### src/rtl/cpstr_mgr_rx_if.sv
// Byte-stream bundle for the control-port receive demux: muxed input side,
// per-lane output side and stream-index status.
interface cpstr_mgr_rx_if #(
  parameter int NUM_STREAMS = 2
);
  logic [7:0]               i_data;
  logic                     i_valid;
  logic                     o_ready;
  logic [8*NUM_STREAMS-1:0] o_data;
  logic [NUM_STREAMS-1:0]   o_valid;
  logic [NUM_STREAMS-1:0]   i_ready;
  logic [7:0]               o_stridx;
  logic                     o_stridx_vld;
  logic                     o_err_stridx;
  logic                     o_drop;

  modport master (
    output i_data, i_valid, i_ready,
    input  o_ready, o_data, o_valid, o_stridx, o_stridx_vld, o_err_stridx, o_drop
  );

  modport slave (
    input  i_data, i_valid, i_ready,
    output o_ready, o_data, o_valid, o_stridx, o_stridx_vld, o_err_stridx, o_drop
  );
endinterface

### src/rtl/cpstr_mgr_rx.sv
// Receive-side demux for the escaped control-port byte stream: strips escapes
// and steers payload bytes to the lane picked by the last {ESC_CHAR, idx}.
//
// state  | meaning
// S_DATA | next byte is payload, or ESC_CHAR opening an escape
// S_ESC  | ESC_CHAR seen; next byte is a literal ESC_CHAR or a stream index
module cpstr_mgr_rx #(
  parameter int         NUM_STREAMS = 2,
  parameter logic [7:0] ESC_CHAR    = 8'hDB
) (
  input  logic           clk,
  input  logic           rst,
  cpstr_mgr_rx_if.slave  bus
);
  localparam int         TW  = (NUM_STREAMS > 1) ? $clog2(NUM_STREAMS) : 1;
  localparam logic [7:0] NS8 = 8'(NUM_STREAMS);

  typedef enum logic {S_DATA, S_ESC} state_t;

  state_t          state_q, state_d;
  logic            full_q;
  logic [7:0]      data_q;
  logic [TW-1:0]   tag_q;
  logic [7:0]      stridx_q;
  logic            stridx_vld_q;
  logic            err_q;
  logic            drop_q;

  logic            accept;
  logic            drain;
  logic            payload;
  logic            idx_ok;
  logic            idx_bad;

  assign drain       = full_q && bus.i_ready[tag_q];
  assign bus.o_ready = !full_q || bus.i_ready[tag_q];
  assign accept      = bus.i_valid && bus.o_ready;

  always_comb begin
    state_d = state_q;
    payload = 1'b0;
    idx_ok  = 1'b0;
    idx_bad = 1'b0;
    if (accept) begin
      case (state_q)
        S_DATA: begin
          if (bus.i_data == ESC_CHAR) state_d = S_ESC;
          else                        payload = 1'b1;
        end
        S_ESC: begin
          state_d = S_DATA;
          if (bus.i_data == ESC_CHAR)  payload = 1'b1;
          else if (bus.i_data < NS8)   idx_ok  = 1'b1;
          else                         idx_bad = 1'b1;
        end
        default: state_d = S_DATA;
      endcase
    end
  end

  always_ff @(posedge clk or posedge rst) begin
    if (rst) begin
      state_q      <= S_DATA;
      full_q       <= 1'b0;
      data_q       <= '0;
      tag_q        <= '0;
      stridx_q     <= '0;
      stridx_vld_q <= 1'b0;
      err_q        <= 1'b0;
      drop_q       <= 1'b0;
    end else begin
      state_q <= state_d;
      err_q   <= idx_bad;
      drop_q  <= payload && !stridx_vld_q;
      // The tag is frozen at capture, so an index escape landing on the drain
      // cycle only affects later bytes.
      if (payload && stridx_vld_q) begin
        full_q <= 1'b1;
        data_q <= bus.i_data;
        tag_q  <= stridx_q[TW-1:0];
      end else if (drain) begin
        full_q <= 1'b0;
      end
      if (idx_ok) begin
        stridx_q     <= bus.i_data;
        stridx_vld_q <= 1'b1;
      end else if (idx_bad) begin
        stridx_vld_q <= 1'b0;
      end
    end
  end

  always_comb begin
    bus.o_valid = '0;
    if (full_q) bus.o_valid[tag_q] = 1'b1;
  end

  assign bus.o_data       = {NUM_STREAMS{data_q}};
  assign bus.o_stridx     = stridx_q;
  assign bus.o_stridx_vld = stridx_vld_q;
  assign bus.o_err_stridx = err_q;
  assign bus.o_drop       = drop_q;
endmodule
### src/flat_wrapper.sv
// flat-port wrapper written by rule: the top's interface ports become plain ports
module cpstr_mgr_rx_flat 
#(
  parameter int         NUM_STREAMS = 2,
  parameter logic [7:0] ESC_CHAR    = 8'hDB
)
  (clk, rst, bus_i_data, bus_i_valid, bus_i_ready, bus_o_ready, bus_o_data, bus_o_valid, bus_o_stridx, bus_o_stridx_vld, bus_o_err_stridx, bus_o_drop);
  cpstr_mgr_rx_if #(.NUM_STREAMS(NUM_STREAMS)) bus_i ();
  input  logic clk;
  input  logic rst;
  input wire logic [$bits(bus_i.i_data)-1:0] bus_i_data;
  input wire logic [$bits(bus_i.i_valid)-1:0] bus_i_valid;
  input wire logic [$bits(bus_i.i_ready)-1:0] bus_i_ready;
  output wire logic [$bits(bus_i.o_ready)-1:0] bus_o_ready;
  output wire logic [$bits(bus_i.o_data)-1:0] bus_o_data;
  output wire logic [$bits(bus_i.o_valid)-1:0] bus_o_valid;
  output wire logic [$bits(bus_i.o_stridx)-1:0] bus_o_stridx;
  output wire logic [$bits(bus_i.o_stridx_vld)-1:0] bus_o_stridx_vld;
  output wire logic [$bits(bus_i.o_err_stridx)-1:0] bus_o_err_stridx;
  output wire logic [$bits(bus_i.o_drop)-1:0] bus_o_drop;
  assign bus_i.i_data = bus_i_data;
  assign bus_i.i_valid = bus_i_valid;
  assign bus_i.i_ready = bus_i_ready;
  assign bus_o_ready = bus_i.o_ready;
  assign bus_o_data = bus_i.o_data;
  assign bus_o_valid = bus_i.o_valid;
  assign bus_o_stridx = bus_i.o_stridx;
  assign bus_o_stridx_vld = bus_i.o_stridx_vld;
  assign bus_o_err_stridx = bus_i.o_err_stridx;
  assign bus_o_drop = bus_i.o_drop;
  cpstr_mgr_rx #(.NUM_STREAMS(NUM_STREAMS), .ESC_CHAR(ESC_CHAR)) u_core (.clk(clk), .rst(rst), .bus(bus_i));
endmodule
### config.mk
export PLATFORM = sky130hd
export DESIGN_NAME = cpstr_mgr_rx_flat
export DESIGN_NICKNAME = d
export VERILOG_FILES = /design/src/rtl/cpstr_mgr_rx_if.sv /design/src/rtl/cpstr_mgr_rx.sv /design/src/flat_wrapper.sv
export SDC_FILE = /design/constraint.sdc
export NUM_CORES = 1
export LEC_CHECK = 0
export BUFFER_PORTS_ARGS = -buffer_cell sky130_fd_sc_hd__buf_2
export CAP_MARGIN = 20
export CORE_AREA = 2 2 48 50
export CTS_BUF_LIST = sky130_fd_sc_hd__clkbuf_4 sky130_fd_sc_hd__clkbuf_8
export DETAILED_ROUTE_END_ITERATION = 8
export DIE_AREA = 0 0 50 52
export GPL_TIMING_DRIVEN = 0
export PLACE_DENSITY = 0.79
export SETUP_SLACK_MARGIN = 0.02
export SYNTH_ARGS = -nofsm -noshare
export SYNTH_HDL_FRONTEND = slang
export SYNTH_SLANG_ARGS = --single-unit
### constraint.sdc
create_clock -name clk -period 2.15 [get_ports clk]
set_clock_uncertainty 0.05 [all_clocks]
set_input_delay 0.215 -clock clk [delete_from_list [all_inputs] [get_ports clk]]
set_output_delay 0.215 -clock clk [all_outputs]
set_load 0.01 [all_outputs]
* Word level (Yosys, flattened, before mapping)
Index checks and enable logic that the tools add are counted.
** Cells by class
- Mux-type cells :: 22
- Equal/unequal tests :: 1
- Magnitude comparators :: 3
- Reductions and logical operators :: 10
- Bitwise gates (word level) :: 1
** Operator list (count)
- $mux W1 :: 18
- $eq A8 B8 Y1 const B :: 1
- $lt A8 B2 Y1 const B :: 1
- $logic_and A1 B1 Y1 :: 5
- $pmux W1 S2 :: 2
- $reduce_bool A2 Y1 :: 2
- $logic_not A1 Y1 :: 2
- $lt A1 B2 Y1 const B :: 1
- $mux W2 :: 1
- $demux W1 S1 :: 1
- $ge A1 B1 Y1 const B :: 1
- $logic_or A1 B1 Y1 :: 1
- $not A1 Y1 :: 1
** Word-level totals
- Output and inout bits :: 30
- Logic and storage cells :: 45
- Register bits :: 22
- Input port bits :: 13

* Longest topological paths before layout
- Word-level depth :: 7
- Mapped depth :: 7

* Least setup slack after synthesis
OpenSTA, ideal clock, no wires.
- Path type :: input to register
- From :: in bus_i_data[1]
- To :: reg u_core.data_q[0]
- Library setup time :: 125 ps
- Path slack :: 261 ps
- Arrival time :: 1714 ps
- Required time :: 1975 ps
- Stages :: 7
- Cell sequence :: nand4_1 or4_1 inv_1 ha_1 and3_1 buf_2 mux2_2
** On the way
- Cells in the longest elaborated chain, start to end :: 5
- Elaborated cells on any way between the ends :: 6
- Classes of those cells :: eq/ne: 1; mux: 4; reduce/logical: 1
** RTL lines
- start: declaration :: line flat_wrapper.sv:11 : input wire logic [$bits(bus_i.i_data)-1:0] bus_i_data;
- $eq A8 B8 Y1 * :: line cpstr_mgr_rx.sv:47, cpstr_mgr_rx.sv:52
- $mux W1, on equally long branches :: line cpstr_mgr_rx.sv:52, cpstr_mgr_rx.sv:47
- $pmux W1 S2 * :: line cpstr_mgr_rx.sv:45 : case (state_q)
- $mux W1 * :: line cpstr_mgr_rx.sv:44 : if (accept) begin
- $logic_and A1 B1 Y1 * :: line cpstr_mgr_rx.sv:77 : if (payload && stridx_vld_q) begin
- end signal: assignment :: line cpstr_mgr_rx.sv:79 : data_q <= bus.i_data;
- end: declaration :: line cpstr_mgr_rx.sv:22 : logic [7:0] data_q;
Every way passes the cells marked *; elsewhere a longest branch is shown, timed or not.
A chain may end at the register's enable or synchronous reset.

* Final worst setup path
- From :: reg u_core.tag_q
- To :: reg u_core.data_q[2]
** On the way
- Cells in the longest elaborated chain, start to end :: 6
** RTL lines
- start: declaration :: line cpstr_mgr_rx.sv:23 : logic [TW-1:0] tag_q;
- start signal: assignment :: line cpstr_mgr_rx.sv:80 : tag_q <= stridx_q[TW-1:0];
- $mux W1 (not written as such) (2 in a row) :: line cpstr_mgr_rx.sv:36 : assign bus.o_ready = !full_q || bus.i_ready[tag_q];
- $logic_or A1 B1 Y1 :: line cpstr_mgr_rx.sv:36
- $logic_and A1 B1 Y1 :: line cpstr_mgr_rx.sv:37 : assign accept = bus.i_valid && bus.o_ready;
- $mux W1 :: line cpstr_mgr_rx.sv:44
- $logic_and A1 B1 Y1 :: line cpstr_mgr_rx.sv:77
No other way between the ends. The select of a mux whose other input is x is not followed.

==> summary.txt <==
Outcome - finished, violations left
Failing checks - negative hold slack
Achievable Freq - 0.5489 GHz
Mapped Nets - 87
Starting density of the core - 0.4551
Part of the power in registers - 0.516
Vias in the first global route - 639
Detailed placement HPWL - 1391 microns
Hold Worst Slack - -14.63 ps
Least-Margin Pin Slew - 777.3 ps
Syn avg cell area - 13.13 sq um
Pins Over Slew Limit - 0
DR vias - 688
RSZ-0062 raised after global routing - no
Post-synthesis sequential area ratio - 0.5744
Core ar. - 2106 sq um
Worst vdd ir - 0.5169 mV
Post-Syn Instances - 73
DR iter-0 viols - 2
Area leader, netlist - dfrtp_1
Grt total ovfl - 0
Static leakage - 0.6696 nW
Synthesized area - 958.4 sq um
Pwr Density - 783.3 nW/um^2
Routed Antenna Nets - 0
Crit path max fanout - 9
Count leader, synth - dfrtp_1
Nets - 134
Most common library cells after synthesis - dfrtp_1, mux2_2, and2_1, buf_4
Startpoint types - flip-flop
Routed WL - 1772 microns
Setup TNS - 0 ps
Synth async-reset ratio - 1.000
Post-DP Area - 1204 sq um
Max-capacitance violation count - 0
Ports - 43
Final period util - 0.8473
P_sw - 0.2781 mW
WL per Instance - 12.14 microns
Synth top area cells - dfrtp_1, mux2_2, buf_4, and2_1, nand4_4
Worst-skew pair later-pin latency - 300 ps
DRC Markers - 0
Num CTS Buffers - 3
Hold Vio Cnt, Final - 22
Share of the synthesized area in the top cell type - 0.5744
Post-synth EDFFs - 0
Synth unique cells - 21
Gate power share - 0.297
Hold Crit Class - primary input to asynchronous set/reset pin
Die width - 50 microns
Gpl congestion - 0.7367
Worst-path clk slew - 110 ps
Tot GR Track Use - 0.1411
Setup slack at placement - 10.99 ps
First-pass GRT wire length - 2766 microns
ANT cells - 0
Drt pass-1 iters - 2
P_int - 0.6824 mW
Layout cells sized above 1 - 0.5763
Initial antenna violation count - 0
Clock tree sinks - 22
Die Y - 52 microns
Post-cts sizing count - 0
Root buf cell - clkbuf_4
Area grow syn2layout - 27.94%
Clock power share - 0.187
Layout Utilization - 0.5823
Final min period - 1822 ps
Die ar. - 2600 sq um
Cts hold-fix bufs - 0
Crit path DAT - 1960 ps
Site Rows - 17
Endpoints failing setup - 0
Htree depth - 1
Largest net degree at the start of global routing - 23
CTS tree - built
Switching Fraction - 0.2895
Flops & latches, synth - 22
Post-CTS Setup Inserts - 0
Dominant synthesized flop cell - dfrtp_1
Worst EP required - 2290 ps
IO Port Bufs - 42
Synth warn - 0
Routed vias/inst - 4.712
Rel. slew slack - 0.4812
PnR worst setup slack - 328.3 ps
Maximum clock path buffer count - 2
CP Class - flip-flop to flip-flop
Critical Path End Type - flip-flop
Cell area after layout - 1226 sq um
cell usage in the layout, fill, tap and decap left out, drive strengths merged, types with 2 or more instances in the layout:
master	n
and3	2
o21ai	3
nand4	2
mux2	10
and2	8
inv	4
buf	51
nand2	4
dfrtp	22
clkbuf	3
or4	2
routing by layer:
layer,track usage,up-vias,part of all wire
met3,0.01724,2,0.038
met4,0.06944,0,0.0096
li1,-,332,-
met2,0.2522,17,0.54
met1,0.1670,337,0.41
met5,0,-,0
metrics by stage:
stage	power, mW	instances	hold WS [ps]
3_5_place_dp	0.7929	143	357.2
3_3_place_gp	0.7845	143	346.1
5_1_grt	1.010	146	64.92
4_1_cts	0.9725	146	22.35
2_1_floorplan	0.6718	73	154.2
6_report	0.9605	146	-14.63
cell type report:
class | count | area, sq um
plain buffers | 9 | 65.06
clock buffers | 3 | 22.52
fillers | 187 | 879.6
inverters | 4 | 15.01
multi-input cells | 38 | 327.8
flip-flops and latches | 22 | 550.5
well taps | 28 | 35.03
repair buffers | 42 | 210.2
power by group through the flow:
stage               clock network, mW  registers (mW)  logic [mW]
finish                          0.180           0.496       0.285
global route                    0.199           0.505       0.307
CTS                             0.185           0.496       0.291
detailed placement                  0           0.504       0.289
global placement                    0           0.501       0.284
floorplan                           0           0.522       0.149
cell families after synthesis:
group / count (synthesis) / share of synthesized area
muxes: 11 / 0.1319
adders and majority gates: 1 / 0.01305
DFF: 22 / 0.5744
and+or+nand+nor: 22 / 0.1697
buffers and inverters: 13 / 0.08354
AOI/OAI and AO/OA: 4 / 0.02741
state kept, by name (all words and copies together) (netlist names):
signal / cells
u_core.full_q: 1
u_core.bus.o_stridx_vld: 1
u_core.data_q: 8
u_core.bus.o_err_stridx: 1
u_core.tag_q: 1
u_core.bus.o_stridx: 8
u_core.state_q: 1
u_core.bus.o_drop: 1
worst paths after layout:
path / startpoint / endpoint / slack (ps) / cells past startpoint
setup reg to reg: u_core.tag_q / u_core.data_q[2] / 330 / 5
min in group clk: bus_i_data[5] / u_core.data_q[5] / 130 / 2
hold reg to reg: u_core.bus.o_stridx[7] / u_core.bus.o_stridx[7] / 440 / 1
hold / removal: rst / u_core.bus.o_stridx[3] / -10 / 2
setup / recovery: u_core.tag_q / u_core.data_q[2] / 330 / 5
max in group asynchronous: rst / u_core.data_q[7] / 1580 / 2
worst max-delay path: stages, from the launching register on:
cell	delay, ps
dfrtp_1	440
mux2i_1	160
a21boi_2	300
and3_1	190
buf_2	220
mux2_2	360
Note: power is estimated with default switching activity, not from simulation.
